`config.mk`:
```
export PLATFORM = sky130hd
export DESIGN_NAME = cmd_timing_enforcer
export DESIGN_NICKNAME = d
export VERILOG_FILES = /design/src/rtl/ddr_ctrl_pkg.sv /design/src/rtl/timing_down_counter.sv /design/src/rtl/cmd_timing_enforcer.sv
export SDC_FILE = /design/constraint.sdc
export NUM_CORES = 1
export LEC_CHECK = 0
export CAP_MARGIN = 25
export CORE_ASPECT_RATIO = 1.5
export CORE_MARGIN = 5
export CORE_UTILIZATION = 59
export DETAILED_ROUTE_END_ITERATION = 16
export GPL_ROUTABILITY_DRIVEN = 0
export PLACE_DENSITY = 0.83
export SETUP_SLACK_MARGIN = 0.4
export SYNTH_ARGS = -nofsm -noshare
export SYNTH_HDL_FRONTEND = slang
export SYNTH_HIERARCHICAL = 1
export SYNTH_SLANG_ARGS = --single-unit
export TNS_END_PERCENT = 30
```
`constraint.sdc`:
```
create_clock -name clk -period 7.5 [get_ports clk]
set_input_delay 1.5 -clock clk [delete_from_list [all_inputs] [get_ports clk]]
set_output_delay 1.5 -clock clk [all_outputs]
set_load 0.01 [all_outputs]
```
`src/rtl/ddr_ctrl_pkg.sv`:
```
// Shared DDR controller definitions: command encodings and timing parameter widths.
package ddr_ctrl_pkg;

    typedef logic [2:0] cmd_t;

    localparam cmd_t CMD_NOP = 3'd0;
    localparam cmd_t CMD_ACT = 3'd1;
    localparam cmd_t CMD_RD  = 3'd2;
    localparam cmd_t CMD_WR  = 3'd3;
    localparam cmd_t CMD_PRE = 3'd4;
    localparam cmd_t CMD_REF = 3'd5;

    localparam int TBANK_W = 8;
    localparam int TGLB_W  = 4;
    localparam int TFAW_W  = 6;
    localparam int TREF_W  = 16;

endpackage

```
`src/rtl/timing_down_counter.sv`:
```
// Saturating down-counter for one spacing rule: loads T-1 on issue and flags
// zero once the follow-on command becomes legal.
module timing_down_counter #(
    parameter int W = 8
) (
    input  logic         clk,
    input  logic         reset,
    input  logic         load,
    input  logic [W-1:0] t_val,
    output logic         zero
);

    logic [W-1:0] value_q;
    logic [W-1:0] value_d;

    always_comb begin
        value_d = value_q;
        if (load) begin
            value_d = (t_val == '0) ? '0 : t_val - W'(1);
        end else if (value_q != '0) begin
            value_d = value_q - W'(1);
        end
    end

    always_ff @(posedge clk) begin
        if (reset) begin
            value_q <= '0;
        end else begin
            value_q <= value_d;
        end
    end

    assign zero = (value_q == '0);

endmodule

```
`src/rtl/cmd_timing_enforcer.sv`:
```
// Holds scheduler commands until every bank/global spacing rule is met, then
// issues them to the PHY one clock later; also tracks the refresh interval.
module cmd_timing_enforcer
    import ddr_ctrl_pkg::*;
#(
    parameter int NUM_BANKS = 8,
    parameter int BANK_W    = 3
) (
    input  logic                 clk,
    input  logic                 reset,
    input  logic [TBANK_W-1:0]   tRC,
    input  logic [TBANK_W-1:0]   tRAS,
    input  logic [TBANK_W-1:0]   tRP,
    input  logic [TBANK_W-1:0]   tRCD,
    input  logic [TBANK_W-1:0]   tWR,
    input  logic [TGLB_W-1:0]    tRRD,
    input  logic [TGLB_W-1:0]    tWTR,
    input  logic [TGLB_W-1:0]    tCCD,
    input  logic [TFAW_W-1:0]    tFAW,
    input  logic [TREF_W-1:0]    tREFI,
    input  logic [TREF_W-1:0]    tRFC,
    input  logic                 req_valid,
    input  logic [2:0]           req_cmd,
    input  logic [BANK_W-1:0]    req_bank,
    output logic                 req_ready,
    output logic                 cmd_valid,
    output logic [2:0]           cmd_code,
    output logic [BANK_W-1:0]    cmd_bank,
    output logic [NUM_BANKS-1:0] bank_open,
    output logic                 ref_due
);

    logic                 issue, act_issue, rd_issue, wr_issue, pre_issue, ref_issue;
    logic                 pre_load, b_open;
    logic [NUM_BANKS-1:0] rc_zero, rcd_zero, ras_zero, rp_zero, wr_zero;
    logic                 rrd_zero, ccd_zero, wtr_zero, rfc_zero, faw_ok;
    logic [3:0]           faw_zero, faw_load;

    logic [NUM_BANKS-1:0] bank_open_q, bank_open_d;
    logic                 cmd_valid_q, cmd_valid_d;
    logic [2:0]           cmd_code_q, cmd_code_d;
    logic [BANK_W-1:0]    cmd_bank_q, cmd_bank_d;
    logic [TREF_W-1:0]    ref_cnt_q, ref_cnt_d;
    logic                 ref_due_q, ref_due_d;

    assign b_open    = bank_open_q[req_bank];
    assign issue     = req_valid && req_ready && (req_cmd != CMD_NOP);
    assign act_issue = issue && (req_cmd == CMD_ACT);
    assign rd_issue  = issue && (req_cmd == CMD_RD);
    assign wr_issue  = issue && (req_cmd == CMD_WR);
    assign pre_issue = issue && (req_cmd == CMD_PRE);
    assign ref_issue = issue && (req_cmd == CMD_REF);
    // A PRE to an already closed bank is a no-op for timing purposes.
    assign pre_load  = pre_issue && b_open;

    for (genvar i = 0; i < NUM_BANKS; i++) begin : g_bank
        logic hit;
        assign hit = (req_bank == BANK_W'(i));

        timing_down_counter #(.W(TBANK_W)) u_rc  (.clk(clk), .reset(reset), .load(act_issue && hit), .t_val(tRC),  .zero(rc_zero[i]));
        timing_down_counter #(.W(TBANK_W)) u_rcd (.clk(clk), .reset(reset), .load(act_issue && hit), .t_val(tRCD), .zero(rcd_zero[i]));
        timing_down_counter #(.W(TBANK_W)) u_ras (.clk(clk), .reset(reset), .load(act_issue && hit), .t_val(tRAS), .zero(ras_zero[i]));
        timing_down_counter #(.W(TBANK_W)) u_rp  (.clk(clk), .reset(reset), .load(pre_load && hit),  .t_val(tRP),  .zero(rp_zero[i]));
        timing_down_counter #(.W(TBANK_W)) u_wr  (.clk(clk), .reset(reset), .load(wr_issue && hit),  .t_val(tWR),  .zero(wr_zero[i]));
    end

    timing_down_counter #(.W(TGLB_W)) u_rrd (.clk(clk), .reset(reset), .load(act_issue),            .t_val(tRRD), .zero(rrd_zero));
    timing_down_counter #(.W(TGLB_W)) u_ccd (.clk(clk), .reset(reset), .load(rd_issue || wr_issue), .t_val(tCCD), .zero(ccd_zero));
    timing_down_counter #(.W(TGLB_W)) u_wtr (.clk(clk), .reset(reset), .load(wr_issue),             .t_val(tWTR), .zero(wtr_zero));
    timing_down_counter #(.W(TREF_W)) u_rfc (.clk(clk), .reset(reset), .load(ref_issue),            .t_val(tRFC), .zero(rfc_zero));

    for (genvar s = 0; s < 4; s++) begin : g_faw
        timing_down_counter #(.W(TFAW_W)) u_faw (.clk(clk), .reset(reset), .load(faw_load[s]), .t_val(tFAW), .zero(faw_zero[s]));
    end

    assign faw_ok = |faw_zero;

    // Each ACT claims the lowest idle window slot so a running window is never overwritten.
    always_comb begin
        faw_load = '0;
        if (act_issue) begin
            if (faw_zero[0])      faw_load[0] = 1'b1;
            else if (faw_zero[1]) faw_load[1] = 1'b1;
            else if (faw_zero[2]) faw_load[2] = 1'b1;
            else if (faw_zero[3]) faw_load[3] = 1'b1;
        end
    end

    always_comb begin
        req_ready = 1'b0;
        if (!reset) begin
            case (req_cmd)
                CMD_NOP: req_ready = 1'b1;
                CMD_ACT: req_ready = !b_open && rc_zero[req_bank] && rp_zero[req_bank]
                                     && rrd_zero && faw_ok && rfc_zero;
                CMD_RD:  req_ready = b_open && rcd_zero[req_bank] && ccd_zero && wtr_zero && rfc_zero;
                CMD_WR:  req_ready = b_open && rcd_zero[req_bank] && ccd_zero && rfc_zero;
                CMD_PRE: req_ready = rfc_zero && (!b_open || (ras_zero[req_bank] && wr_zero[req_bank]));
                CMD_REF: req_ready = (bank_open_q == '0) && rfc_zero;
                default: req_ready = 1'b0;
            endcase
        end
    end

    always_comb begin
        bank_open_d = bank_open_q;
        if (act_issue) bank_open_d[req_bank] = 1'b1;
        if (pre_issue) bank_open_d[req_bank] = 1'b0;

        cmd_valid_d = issue;
        cmd_code_d  = issue ? req_cmd : CMD_NOP;
        cmd_bank_d  = issue ? req_bank : '0;
    end

    // The interval counter saturates at tREFI and leaves ref_due pending until a REF goes out.
    always_comb begin
        ref_cnt_d = ref_cnt_q;
        ref_due_d = ref_due_q;
        if (ref_issue) begin
            ref_cnt_d = '0;
            ref_due_d = 1'b0;
        end else if (tREFI == '0) begin
            ref_cnt_d = '0;
        end else begin
            if (ref_cnt_q < tREFI) ref_cnt_d = ref_cnt_q + TREF_W'(1);
            if (ref_cnt_d >= tREFI) ref_due_d = 1'b1;
        end
    end

    always_ff @(posedge clk) begin
        if (reset) begin
            bank_open_q <= '0;
            cmd_valid_q <= 1'b0;
            cmd_code_q  <= CMD_NOP;
            cmd_bank_q  <= '0;
            ref_cnt_q   <= '0;
            ref_due_q   <= 1'b0;
        end else begin
            bank_open_q <= bank_open_d;
            cmd_valid_q <= cmd_valid_d;
            cmd_code_q  <= cmd_code_d;
            cmd_bank_q  <= cmd_bank_d;
            ref_cnt_q   <= ref_cnt_d;
            ref_due_q   <= ref_due_d;
        end
    end

    assign bank_open = bank_open_q;
    assign cmd_valid = cmd_valid_q;
    assign cmd_code  = cmd_code_q;
    assign cmd_bank  = cmd_bank_q;
    assign ref_due   = ref_due_q;

endmodule

```
======== After elaboration in Yosys (flattened, before gate mapping) ========
Cells that the tools add are included.
word-level totals
  register bits after elaboration ......... 404
  output and inout port bits .............. 17
  logic and storage cells ................. 482
operators by class
  add/sub/neg operators ................... 59
  order comparisons ....................... 4
  equality and inequality tests ........... 12
  multiplexer cells ....................... 135
  bitwise gates (word level) .............. 5
  reductions and logical operators ........ 213
operators with widths
  cell                   count
  $mux 8                 87
  $logic_not 8->1        46
  $sub 8x1->8 const B    45
  $reduce_bool 8->1      40
  $mux 16                6
  $reduce_bool 2->1      48
  $mux 6                 9
  $logic_not 16->1       3
  $logic_and 1x1->1      46
  $mux 4                 10
  $sub 16x1->16 const B  2
  $logic_not 6->1        5
  $sub 6x1->6 const B    5
  $logic_not 4->1        6
  $reduce_bool 6->1      4
  $sub 4x1->4 const B    6
  $bmux 1 s3             6
  $eq 3x3->1 const B     6
  $add 16x1->16 const B  1
  $ge 16x16->1           1
  $lt 16x16->1           1
  $reduce_bool 16->1     1
  $mux 1                 13
  $eq 3x2->1 const B     4
  other kinds (20)       27

======== Depth between registers and ports, before layout ========
  depth in word-level cells ............... 16
  mapped depth ............................ 19

======== Modules after synthesis ========
The synthesis kept the hierarchy.
modules (own cells, without submodules)
  module                                      instances  cells each  area each (sq um)  seq. area each (sq um)
  timing_down_counter at g_bank[0].u_ras ...  40         72          601.8              160.2
  cmd_timing_enforcer                         1          347         2793.9             640.6
  timing_down_counter at g_faw[0].u_faw ...   4          51          473.0              120.1
  timing_down_counter at u_rfc                1          147         1219.9             320.3
  timing_down_counter at u_ccd ...            3          33          289.0              80.1

======== Worst setup path before layout ========
OpenSTA, ideal clock, no wires.
  path type ............................... in2reg
  start ................................... input port req_bank[1]
  end ..................................... register g_bank[0].u_ras.value_q[3]
  library setup time ...................... 0.074 ns
  data arrival time ....................... 5.034 ns
  data required time ...................... 7.426 ns
  path slack .............................. 2.392 ns
  cell stages on the path ................. 11
  buffers on the path ..................... 2
  cell sequence ........................... buf_6 buf_6 o211ai_1 o221ai_1 o32a_1 a2111o_1 nor3_1 inv_1 a31o_2 or2_2 o21ai_0
on the way
  longest elaborated chain between the ends .. 15
  elaborated cells between the ends (all ways) .. 35
  classes of those cells .................. mux: 15; reduce/logical: 20
RTL lines
  item                                         line                                                  text
  start, declared                              cmd_timing_enforcer.sv:24                             input logic [BANK_W-1:0] req_bank,
  $bmux 1 s3                                   cmd_timing_enforcer.sv:46                             assign b_open = bank_open_q[req_bank];
  $mux 1 (not written as such)                 cmd_timing_enforcer.sv:46
  $logic_not 1->1                              cmd_timing_enforcer.sv:94, cmd_timing_enforcer.sv:98
  $logic_and 1x1->1 (2 in series)              cmd_timing_enforcer.sv:94                             CMD_ACT: req_ready = !b_open && rc_zero[req_bank] && rp_zero[req_bank]
  $logic_and 1x1->1 (3 in series)              cmd_timing_enforcer.sv:95                             && rrd_zero && faw_ok && rfc_zero;
  $pmux 1 s6                                   cmd_timing_enforcer.sv:92                             case (req_cmd)
  $mux 1                                       cmd_timing_enforcer.sv:91                             if (!reset) begin
  $logic_and 1x1->1 (2 in series)              cmd_timing_enforcer.sv:47                             assign issue = req_valid && req_ready && (req_cmd != CMD_NOP);
  $logic_and 1x1->1                            cmd_timing_enforcer.sv:48                             assign act_issue = issue && (req_cmd == CMD_ACT);
  $logic_and 1x1->1 *                          cmd_timing_enforcer.sv:62                             timing_down_counter #(.W(TBANK_W)) u_ras (.clk(clk), .reset(reset), .load(act_issue && hit), .t_val(tRAS), .ze ...
  $mux 8 or $reduce_bool 2->1 (tied branches)  -
  end signal, assigned                         timing_down_counter.sv:29                             value_q <= value_d;
  end, declared                                timing_down_counter.sv:13                             logic [W-1:0] value_q;
Every way passes the cells marked *; elsewhere a longest branch is shown, timed or not. The select of a mux whose other input is x is not followed.
A chain may end at the register's enable or synchronous reset.

======== Final worst setup path ========
  start ................................... input port req_bank[1]
  end ..................................... output port req_ready
on the way
  longest elaborated chain between the ends .. 10
  elaborated cells between the ends (all ways) .. 28
  classes of those cells .................. mux: 14; reduce/logical: 14
RTL lines
  item                             line                                                  text
  $bmux 1 s3                       cmd_timing_enforcer.sv:46
  $mux 1 (not written as such)     cmd_timing_enforcer.sv:46
  $logic_not 1->1                  cmd_timing_enforcer.sv:94, cmd_timing_enforcer.sv:98
  $logic_and 1x1->1 (2 in series)  cmd_timing_enforcer.sv:94
  $logic_and 1x1->1 (3 in series)  cmd_timing_enforcer.sv:95
  $pmux 1 s6 *                     cmd_timing_enforcer.sv:92
  $mux 1 *                         cmd_timing_enforcer.sv:91
  end, declared                    cmd_timing_enforcer.sv:25                             output logic req_ready,
Marks and branches as above.

==> results.md <==
* Status: complete, no violations
* Critical path startpoint category: input port
* Die height at 290.0 um
* Grt total ovfl at 0
* Register area share after synthesis at 26.22%
* Core area at 0.05169 sq mm
* R2R Path End: g_bank[2].u_rp/value_q[1]$_SDFFE_PP0P_
* Setup Viol. Count Final at 0
* Vias at 28580
* Worst Path Required at 6000 ps
* Port Buffer Count at 115
* Max Freq at 0.1694 GHz
* Hold endpoint: g_faw[3].u_faw/value_q[1]$_SDFFE_PP0P_
* Async S/R FF share, synth at 0%
* DR WL/cell at 17.72 um
* Clock transition at the registers of the reported paths at 60 ps
* Rows at 102
* Starting density of the core at 59.68%
* Final Skew at 15.31 ps
* Cell area after synthesis at 0.03085 sq mm
* Drt pass-1 iters at 5
* Slew Limit Fails at 0
* DR iter-0 viols at 1707
* # IOs at 116
* Setup TNS at 0 ps
* Leak at 13.17 nW
* Hold Crit Depth at 2
* H-tree depth at 2
* CTS Hold Bufs at 0
* Cells after Synth at 3677
* Total GRT Usage at 27.25%
* Final WL at 81050 um
* Full die area at 0.05705 sq mm
* Synth cell types at 89
* RSZ-0062 raised after global routing: false
* DR vias/cell at 6.247
* Die W at 196.7 um
* CTS Buffer Depth at 3
* Final hold violation count at 0
* #FFs+latches synth at 404
* Crit Path Max Fanout at 26
* Final layout net count at 4137
* Initial antenna violation count at 3
* Setup Fix Bufs, Post-CTS at 0
* Worst Setup End Kind: output port
* Cell Area, Placed at 0.03312 sq mm
* EDFF count, synth at 0
* Total Power at 11.77 mW
* Worst skew pair latency at 560 ps
* RR Startpoint: g_bank[5].u_wr/value_q[0]$_SDFFE_PP0P_
* Critical Path Source: req_bank[1]
* Top_reg_cell synth: dfxtp_1
* Clock period minus worst slack at 5905 ps
* Cells on worst reg2reg path at 16
* Mapped Nets at 3950
* First-pass GRT wire length at 135100 um
* Max_cap viols at 0
* Num CTS Buffers at 44
* Fill count at 4157
* Top-area cell type share of the netlist area at 26.22%
* TritonCTS Sinks at 404
* Vias in the first global route at 28500
* Worst hold start: g_faw[3].u_faw/value_q[1]$_SDFFE_PP0P_
* Final Cell Area at 0.03466 sq mm
* DRC at 0
* ANT nets after route at 0
* Slew headroom at 28.46%
* Ratio of final minimum period to clock period at 78.73%
* Reg2reg setup slack at 2090 ps
* Layout cells sized above 1 at 11.03%
* CTS tree: built
* CP Data Arrival Time at 4400 ps
* Pwr per Cell Area at 339.6 mW/mm^2
* Post-Synthesis Mean Instance Area at 8.389 sq um
* Synth top area cells: dfxtp_1, ha_1, xnor2_1, inv_1, nor2_1
* CTS Root Cell: clkbuf_16
* P&R area growth vs syn at 12.38%
* Cells resized by post-CTS repair at 0
* Hold Crit Class: reg -> reg
* Slew @ Worst Pin at 1070 ps
* Syn. warnings at 6
* Largest net degree at the start of global routing at 82
* Worst Path Class, Setup: in -> out
* Cell taking the most area after synthesis: dfxtp_1
* Hold_ws at 509.5 ps
* Final HPWL DP at 57150 um
* Worst VDD drop at 0.2127 mV
==> report_power, final <==
group	internal (mW)	total, mW	switching, mW
clock	1.38	2.31	0.934
combinational	2.74	5.84	3.10
sequential	2.83	3.62	0.792
total	6.95	11.8	4.82
==> layer usage <==
| layer | vias to the layer above | part of all wire [%] | global-route usage, % |
|---|---|---|---|
| met1 | 13610 | 39 | 30.65 |
| met3 | 225 | 5.5 | 4.201 |
| met5 | - | 0.019 | 0 |
| met4 | 2 | 3.8 | 10.86 |
| li1 | 13980 | - | - |
| met2 | 763 | 52 | 50.82 |
==> critical path, cell delays in order <==
cell,delay [ps]
clkdlybuf4s50_1,880
nand4b_1,320
o31ai_1,90
mux4_2,500
a32oi_1,330
a21oi_1,100
nor2_1,120
nor2_1,40
clkdlybuf4s50_1,530
==> how the worst max path moves through the flow <==
stage                                                    endpoint  slack (ps)  cells after the start
after detailed placement  g_bank[1].u_rcd/value_q[6]$_SDFFE_PP0P_        1450                     12
after CTS                                               req_ready        1660                      9
after global routing                                    req_ready        1380                      9
after global placement     g_bank[5].u_wr/value_q[3]$_SDFFE_PP0P_        1510                     12
final                                                   req_ready        1600                      9
after floorplan           g_bank[0].u_ras/value_q[3]$_SDFFE_PP0P_        2390                     11
==> layout by cell type, fill, tap and decap left out, types with 45 or more instances in the layout <==
master,count
dfxtp_1,404
inv_1,334
nor2_1,314
xnor2_1,244
nor3_1,231
o21ai_0,182
nand2_1,174
ha_1,174
xor2_1,132
nor3b_1,131
a21oi_1,116
clkdlybuf4s50_1,114
nand2b_1,99
a211oi_1,87
a31o_2,80
a311oi_1,80
o31ai_1,57
o22a_1,57
nor4_1,54
nor2b_1,48
clkbuf_16,45
==> area by class of cell <==
type                       instances  area, sq um  area share, %
inverter                         335         1257          3.628
antenna                            1        2.502       0.007219
multi-input combinational       2920        21420          61.79
clock buffer                      60         1292          3.729
timing repair buffer             159         1520          4.385
clock inverter                    20        237.7         0.6858
tap                              676        845.8          2.440
sequential                       404         8088          23.33
==> flip-flops by register name (all words and copies together) (netlist names), 8 cells and up <==
name / cells
bank_open: 8
g_bank.u_ras/value_q: 64
g_bank.u_rc/value_q: 64
g_bank.u_rcd/value_q: 64
g_bank.u_rp/value_q: 64
g_bank.u_wr/value_q: 64
g_faw.u_faw/value_q: 24
ref_cnt_q: 16
u_rfc/value_q: 16
==> synth_stat cells (44+ instances only) <==
master	number
nand2b_1	99
o22a_1	57
nor2b_1	48
o21ai_0	182
a211oi_1	87
nor3_1	233
nor4_1	54
ha_1	174
a311oi_1	80
nor2_1	315
dfxtp_1	404
o22ai_1	44
nor3b_1	131
nand2_1	174
o31ai_1	57
o32ai_1	44
inv_1	334
xnor2_1	244
xor2_1	132
a31o_2	80
a21oi_1	116
==> through the flow <==
step	setup WS, ps	util, %	std cells
after floorplan	2392	-	3677
after global placement	1505	63.99	4491
after detailed placement	1446	64.07	4493
after CTS	1664	67.03	4573
after global routing	1376	67.06	4574
final	1595	67.07	4575
==> cell families (layout without fill, tap and decap cells) <==
group                    after synthesis  after routing  share of synthesized area (%)
AO/OA/AOI/OAI                       1013           1013                          23.78
AND/OR/NAND/NOR                     1345           1345                          27.24
adder cells (fa/ha/maj)              174            174                          7.058
buffers and inverters                353            574                          4.397
flip-flops                           404            404                          26.22
multiplexers                          12             12                         0.6247
other                                  0              1                              0
XOR/XNOR                             376            376                          10.68
Note: power is estimated with default switching activity, not from simulation.
